$ cat config.mk
export PLATFORM = sky130hd
export DESIGN_NAME = aibio_cdr_phase_ctrl
export DESIGN_NICKNAME = d
export VERILOG_FILES = /design/src/rtl/aibio_cdr_pkg.sv /design/src/rtl/aibio_cdr_sync.sv /design/src/rtl/aibio_cdr_phase_ctrl.sv
export SDC_FILE = /design/constraint.sdc
export NUM_CORES = 1
export LEC_CHECK = 0
export ABC_AREA = 1
export CAP_MARGIN = 20
export CORE_ASPECT_RATIO = 1.4
export CORE_MARGIN = 10
export CORE_UTILIZATION = 42
export DETAILED_ROUTE_END_ITERATION = 10
export HOLD_SLACK_MARGIN = 0.1
export SLEW_MARGIN = 20
export SYNTH_ARGS = -nofsm -noshare
export SYNTH_HDL_FRONTEND = slang
export SYNTH_HIERARCHICAL = 1
export SYNTH_SLANG_ARGS = --single-unit
export TNS_END_PERCENT = 1
$ cat constraint.sdc
create_clock -name i_clk -period 6.2 [get_ports i_clk]
set_input_delay 0.93 -clock i_clk [delete_from_list [all_inputs] [get_ports i_clk]]
set_output_delay 0.93 -clock i_clk [all_outputs]
set_load 0.05 [all_outputs]
$ cat src/rtl/aibio_cdr_pkg.sv
// aibio_cdr_pkg: shared FSM/direction types and averaging-window decode for the CDR phase controller.
package aibio_cdr_pkg;
  typedef enum logic [1:0] {ST_IDLE = 2'd0, ST_ACCUM = 2'd1, ST_UPDATE = 2'd2} cdr_state_t;
  typedef enum logic [1:0] {DIR_NONE = 2'd0, DIR_UP = 2'd1, DIR_DOWN = 2'd2} cdr_dir_t;
  function automatic logic [5:0] avg_win(input logic [1:0] sel);
    return 6'd4 << sel;
  endfunction
endpackage

$ cat src/rtl/aibio_cdr_sync.sv
// aibio_cdr_sync: multi-flop synchronizer for the asynchronous phase-detector sample.
module aibio_cdr_sync #(
  parameter int SYNC_STAGES = 2
) (
  input  logic i_clk,
  input  logic i_reset,
  input  logic i_d,
  output logic o_q
);
  logic [SYNC_STAGES-1:0] r_sync;
  always_ff @(posedge i_clk or posedge i_reset) begin
    if (i_reset) r_sync <= '0;
    else r_sync <= (r_sync << 1) | SYNC_STAGES'(i_d);
  end
  assign o_q = r_sync[SYNC_STAGES-1];
endmodule

$ cat src/rtl/aibio_cdr_phase_ctrl.sv
// aibio_cdr_phase_ctrl: bang-bang CDR loop that averages phase-detector votes per window and steps the PI code.
module aibio_cdr_phase_ctrl
  import aibio_cdr_pkg::*;
#(
  parameter int CODE_W      = 7,
  parameter int SYNC_STAGES = 2,
  parameter int LOCK_CNT    = 15
) (
  input  logic              i_clk,
  input  logic              i_reset,
  input  logic              vddcq,
  input  logic              vss,
  input  logic              i_cdr_phdet,
  input  logic              i_cdr_en,
  input  logic [1:0]        i_avg_sel,
  input  logic [3:0]        i_deadband,
  input  logic [CODE_W-1:0] i_pi_code_init,
  output logic [CODE_W-1:0] o_pi_code,
  output logic              o_pi_code_vld,
  output logic              o_cdr_lock
);
  localparam int LW = $clog2(LOCK_CNT + 1);
  cdr_state_t        r_state;
  cdr_dir_t          r_prev;
  cdr_dir_t          w_dec;
  logic [5:0]        r_w, r_cnt, r_ones, w_half;
  logic [LW-1:0]     r_lock_cnt, w_lock_inc, w_lock_nxt;
  logic [CODE_W-1:0] r_code, w_code_nxt;
  logic              r_lock, w_ph_s, w_up, w_dn;
  logic              w_unused;
  assign w_unused = ^{vddcq, vss};
  aibio_cdr_sync #(.SYNC_STAGES(SYNC_STAGES)) u_sync (
    .i_clk  (i_clk),
    .i_reset(i_reset),
    .i_d    (i_cdr_phdet),
    .o_q    (w_ph_s)
  );
  // Widened compares keep ones+deadband and W/2+deadband free of wrap/underflow
  assign w_half     = {1'b0, r_w[5:1]};
  assign w_up       = 7'(r_ones) > 7'(w_half) + 7'(i_deadband);
  assign w_dn       = 7'(r_ones) + 7'(i_deadband) < 7'(w_half);
  assign w_dec      = w_up ? DIR_UP : w_dn ? DIR_DOWN : DIR_NONE;
  assign w_code_nxt = w_dec == DIR_UP ? r_code + CODE_W'(1) : w_dec == DIR_DOWN ? r_code - CODE_W'(1) : r_code;
  assign w_lock_inc = r_lock_cnt == LW'(LOCK_CNT) ? r_lock_cnt : r_lock_cnt + LW'(1);
  assign w_lock_nxt = (w_dec == DIR_NONE || (r_prev != DIR_NONE && w_dec != r_prev)) ? w_lock_inc :
                      w_dec == r_prev ? '0 : r_lock_cnt;
  always_ff @(posedge i_clk or posedge i_reset) begin
    if (i_reset) begin
      r_state    <= ST_IDLE;
      r_prev     <= DIR_NONE;
      r_w        <= '0;
      r_cnt      <= '0;
      r_ones     <= '0;
      r_lock_cnt <= '0;
      r_lock     <= 1'b0;
      r_code     <= '0;
    end else begin
      case (r_state)
        ST_IDLE: if (i_cdr_en) begin
          r_state <= ST_ACCUM;
          r_code  <= i_pi_code_init;
          r_prev  <= DIR_NONE;
          r_w     <= avg_win(i_avg_sel);
          r_cnt   <= '0;
          r_ones  <= '0;
        end
        ST_ACCUM: if (!i_cdr_en) begin
          r_state    <= ST_IDLE;
          r_lock_cnt <= '0;
          r_lock     <= 1'b0;
        end else begin
          r_cnt  <= r_cnt + 6'd1;
          r_ones <= r_ones + 6'(w_ph_s);
          if (r_cnt == r_w - 6'd1) r_state <= ST_UPDATE;
        end
        ST_UPDATE: begin
          r_code     <= w_code_nxt;
          r_prev     <= w_dec != DIR_NONE ? w_dec : r_prev;
          r_lock_cnt <= i_cdr_en ? w_lock_nxt : '0;
          r_lock     <= i_cdr_en && w_lock_nxt == LW'(LOCK_CNT);
          r_state    <= i_cdr_en ? ST_ACCUM : ST_IDLE;
          r_w        <= avg_win(i_avg_sel);
          r_cnt      <= '0;
          r_ones     <= '0;
        end
        default: r_state <= ST_IDLE;
      endcase
    end
  end
  assign o_pi_code     = r_code;
  assign o_pi_code_vld = r_state == ST_UPDATE;
  assign o_cdr_lock    = r_lock;
endmodule

* Word-level counts from Yosys, hierarchy flattened *
Index checks and enable logic that the tools add are counted.

word-level totals
  bits in registers = 36
  memory bits (read-only) = 0
  memories = 0
  latch bits = 0
  memory bits (writable) = 0
  bits of input ports = 19

operators by class
  shifts and indexed selects = 1
  bitwise gates (word level) = 1
  reductions and logical operators = 16
  divide/modulo/power cells = 0
  add/sub/neg operators = 8
  mux-type cells = 29
  equal/unequal tests = 15
  $lt $le $gt $ge = 2
  $mul = 0

operator list
  operator                                           number
  one-hot mux 6 bit (3 select lines)                 2
  2-to-1 mux 6 bit                                   4
  2-to-1 mux 7 bit                                   3
  2-to-1 mux 4 bit                                   5
  2-to-1 mux 2 bit                                   7
  one-hot mux 7 bit (2 select lines)                 1
  one-hot mux 6 bit (2 select lines)                 1
  AND reduction 3 bit                                3
  == test 4 bit (second input constant)              2
  one-hot mux 4 bit (2 select lines)                 1
  nonzero test 2 bit                                 4
  adder 6 x 4 -> 7 bit                               1
  adder 7 x 1 -> 7 bit (second input constant)       1
  less-than comparator 7 x 5 -> 1 bit                1
  subtractor 7 x 1 -> 7 bit (second input constant)  1
  adder 5 x 4 -> 6 bit                               1
  adder 6 x 1 -> 6 bit                               1
  adder 6 x 1 -> 6 bit (second input constant)       1
  == test 6 bit                                      1
  > comparator 6 bit                                 1
  inequality test 2 bit (second input constant)      3
  one-hot mux 2 bit (3 select lines)                 1
  AND reduction 2 bit                                3
  << shifter 3 x 2 -> 6 bit (first input constant)   1
  other kinds (17)                                   22

* Logic depth before layout (Yosys ltp) *
  word-level depth = 11
  gate-level depth with buffers = 23
  gate-level depth less buffers = 23

* Cells and area by module *
Netlist, hierarchy kept.

modules (own cells, without submodules)
  module                area an instance (sq um)  seq. area each (sq um)  cells each  instances
  aibio_cdr_phase_ctrl  2562.5                    800.8                   325         1
  aibio_cdr_sync        53.8                      50.0                    3           1

* Worst setup path before layout *
No wires, ideal clock.

  path kind = input -> register
  start point = input port i_deadband[1]
  end point = register r_code[5], in the netlist o_pi_code[5]
  cell stages on the path = 20
  arrival = 3.654 ns
  path buffers = 0
  setup slack = 2.412 ns
  cells stage by stage = ha_1 > fa_1 > nand2_1 > inv_1 > o21ai_0 > ha_1 > nand2_2 > inv_1 > nand2_1 > nand3_2 > nand2_4 > ha_1 > a21oi_1 > and2_1 > inv_1 > a21oi_1 > o21ai_0 > or2_2 > nand3_1 > a31oi_1

between the ends
  longest elaborated chain between the ends = 7
  elaborated cells between the ends (all ways) = 12
  those cells by class = add/sub (2); order compare (2); eq/ne (3); mux (4); reduce/logical (1)

ends and longest elaborated chain
  element                                                                              line                        source
  from (decl)                                                                          aibio_cdr_phase_ctrl.sv:16  input logic [3:0] i_deadband,
  adder 6 x 4 -> 7 bit                                                                 aibio_cdr_phase_ctrl.sv:41  assign w_dn = 7'(r_ones) + 7'(i_deadband) < 7'(w_half);
  less-than comparator 7 x 5 -> 1 bit                                                  aibio_cdr_phase_ctrl.sv:41
  2-to-1 mux 2 bit                                                                     aibio_cdr_phase_ctrl.sv:42  assign w_dec = w_up ? DIR_UP : w_dn ? DIR_DOWN : DIR_NONE;
  2-to-1 mux 2 bit (*)                                                                 aibio_cdr_phase_ctrl.sv:42
  == test 2 x 1 -> 1 bit or == test 2 bit (tied branches)                              aibio_cdr_phase_ctrl.sv:43  assign w_code_nxt = w_dec == DIR_UP ? r_code + CODE_W'(1) : w_dec == DIR_DOWN ? r_code - CODE_W'(1) : r_code;
  inequality test 3 x 1 -> 1 bit (no line) or 2-to-1 mux 7 bit (tied branches)         n/a
  AND reduction 3 bit (no line) or one-hot mux 7 bit (2 select lines) (tied branches)  n/a
  to (signal assigned)                                                                 aibio_cdr_phase_ctrl.sv:61  r_code <= i_pi_code_init;
  to (signal assigned)                                                                 aibio_cdr_phase_ctrl.sv:77  r_code <= w_code_nxt;
  to (decl)                                                                            aibio_cdr_phase_ctrl.sv:28  logic [CODE_W-1:0] r_code, w_code_nxt;

Mark *: on every way between the ends. The rest lies on a longest branch, timed or not.
A chain may end at the register's enable or synchronous reset.

* Worst setup path after layout *
Same ends and word-level chain as after synthesis.

==> reports/qor.yml <==
finalSetupViolations: 0
yosysTopAreaCell: "dfrtp_1"
fin_area_um2: 3060
ys_seq_elements: 34
pin_count: 28
htree_levels: 2
synth_top_family_by_area: "simple AND/OR/NAND/NOR gates"
grt_use_total_pct: 12.9
clkTransAtPathRegs_ps: 80
maxSlewViolCount: 0
grt_pass1_vias: 2314
async_flop_share_pct: 100
ys_top_cells_by_area: "dfrtp_1 33%, ha_1 13%, nand2_1 9.8%, inv_1 7.5%, nand3_1 4.6%"
startpoint: "i_deadband[1]"
rsz0062_at_grt: "false"
total_power_mw: 0.785
num_vias: 2195
cts_setup_buffers: 0
synth_top_flop_cell: "dfrtp_1"
synth.net_count: 377
cp-start-kind: "primary input"
io_buffers: 25
clkLatencyLatePin_ps: 290
nets: 409
grt_pass1_wl_um: 10400
synth.most_common_cell: "nand2_1"
synth_compound_area_share_pct: 13.1
cp.arrival_ps: 4500
final_cells: 433
end_kind: "flop"
ys_types: 33
max_freq_mhz: 231
core_area_um2: 6130
hold_viol: 0
hpwl_um: 4470
fin_crit_ps: 4330
fp.dieW_um: 86.7
placed_area_um2: 2960
crit_type: "primary input to flop"
antennaDiodeCount: 0
routedWlPerCell_um: 13.3
finalClockSkew_ps: 7.36
synth_commonest_cells: "68 x nand2_1, 52 x inv_1, 34 x dfrtp_1, 27 x ha_1, 24 x nand3_1"
r2r-start: "r_w[2]"
area_growth_pct: 16.9
maxCapViolations: 0
worst_slew_pin_slew_ps: 532
cts_buffers: 5
initial_core_util_pct: 42.7
place_ws_ps: 1520
dr_wl_met2_um: 3090
ctsResizeCount: 0
dp_cells: 425
outcome: "finished clean"
setup_tns_ps: 0
slew_headroom_pct: 64.4
syn_inst: 328
place.gp.congestion: 0.796
synthMuxAreaShare_pct: 0
cts_tree: "yes"
via_per_inst: 5.07
hold_path_startpoint: "u_sync/r_sync[0]"
grt_max_degree: 33
routed_wl_um: 5760
clk_path_buf_depth: 2
cts_root_buf: "clkbuf_8"
crit_path_max_fanout: 11
clkSinkCount: 34
ir_worst_vdd_mv: 0.109
yosys_warnings: 6
cts_hold_buf: 0
die_h_um: 113
die_area_um2: 9830
hold_class: "flop to flop"
dr.first_iter.drc_count: 55
yosysSeqAreaShare_pct: 32.5
dr.pass1.iters: 6
fin_ws_ps: 1870
route.detailed.drc: 0
drive_gt1_share_pct: 8.86
top_layer_used: "met4"
worstPathRequired_ps: 6370
synth_simple_gate_area_share_pct: 25.0
syn-cell-area_um2: 2620
synth-edff-count: 0
p_leak_nw: 1.45
synth-adder-area-share_pct: 15.2
m1WireLength_um: 2360
grt_overflow: 0
p_per_area_nw_per_um2: 257
period_share_pct: 69.9
rows: 34
avgSynthCellArea_um2: 7.98
wl_met3_um: 206
antenna_found_initial: 0
yosysTopAreaCellShare_pct: 32.5
ant_nets: 0
synthXorXnorAreaFrac_pct: 6.03
-- cell type report --
type / instances / area (µm²)
Timing Repair Buffer: 27 / 265
Multi-Input combinational cell: 237 / 1550
Clock buffer: 6 / 82.6
Fill cell: 616 / 3070
Tap cell: 72 / 90.1
Clock inverter: 2 / 12.5
Inverter: 55 / 206
Sequential cell: 34 / 851
-- worst max-delay path: stages --
cell and delay [ps]:
clkdlybuf4s50_1 480, ha_1 270, fa_1 400, nand2_1 70
inv_1 30, o21ai_0 200, ha_1 290, nand2_2 100
inv_1 40, nand2_1 70, nand3_2 110, nand2_4 180
ha_1 310, a21oi_1 140, and2_1 160, inv_1 50
a21oi_1 120, o21ai_0 110, or2_2 280, nand3_1 70
a31oi_1 70
-- worst paths after layout --
path | endpoint | slack [ps] | cells after the start
hold reg to reg | u_sync/r_sync[1] | 370 | 0
min in group asynchronous | u_sync/r_sync[0] | 800 | 2
setup / recovery | o_pi_code[5] | 1870 | 21
max in group asynchronous | r_ones[3] | 4830 | 3
hold / removal | u_sync/r_sync[1] | 370 | 0
setup reg to reg | o_pi_code[5] | 2610 | 20
-- power by group --
part / total [mW] / switching, mW / internal (mW)
sequential: 0.264 / 0.0215 / 0.242
combinational: 0.344 / 0.208 / 0.136
clock: 0.177 / 0.0880 / 0.0894
total: 0.785 / 0.318 / 0.467
-- flip-flops by register name, summed over array words and instances, names as in the netlist --
signal / flops
o_pi_code: 7
r_cnt: 6
r_state: 2
r_w: 4
u_sync/r_sync: 2
o_cdr_lock: 1
r_prev: 2
r_lock_cnt: 4
r_ones: 6
-- kinds of logic after synthesis --
| family | Yosys count |
|---|---|
| xor+xnor | 18 |
| fa+ha+maj | 30 |
| buf+inv | 57 |
| simple gates | 131 |
| flops | 34 |
| compound gates | 58 |
-- metal layers --
metal | global-route usage [%] | vias to the layer above
met4 | 4.66 | 0
met1 | 14.0 | 1025
li1 | - | 1137
met5 | 0 | -
met2 | 23.3 | 25
met3 | 3.07 | 8
-- cell usage in the layout, fill, tap and decap left out, types with 5 or more instances in the layout --
cell type / instances
o21ai_1: 5
nand2_4: 6
clkdlybuf4s50_1: 25
xnor2_1: 9
clkbuf_8: 6
o21ai_0: 22
nand2_1: 68
xor2_1: 9
nand3_1: 24
ha_1: 27
dfrtp_1: 34
o22ai_1: 8
inv_1: 52
a21oi_1: 12
nor2_1: 14
-- stage by stage --
stage / hold slack (ps) / util (%)
finish: 367 / 49.9
global route: 367 / 49.9
CTS: 366 / 49.9
detailed placement: 343 / 48.4
global placement: 335 / 48.4
floorplan: 331 / -
Note: power is estimated with default switching activity, not from simulation.
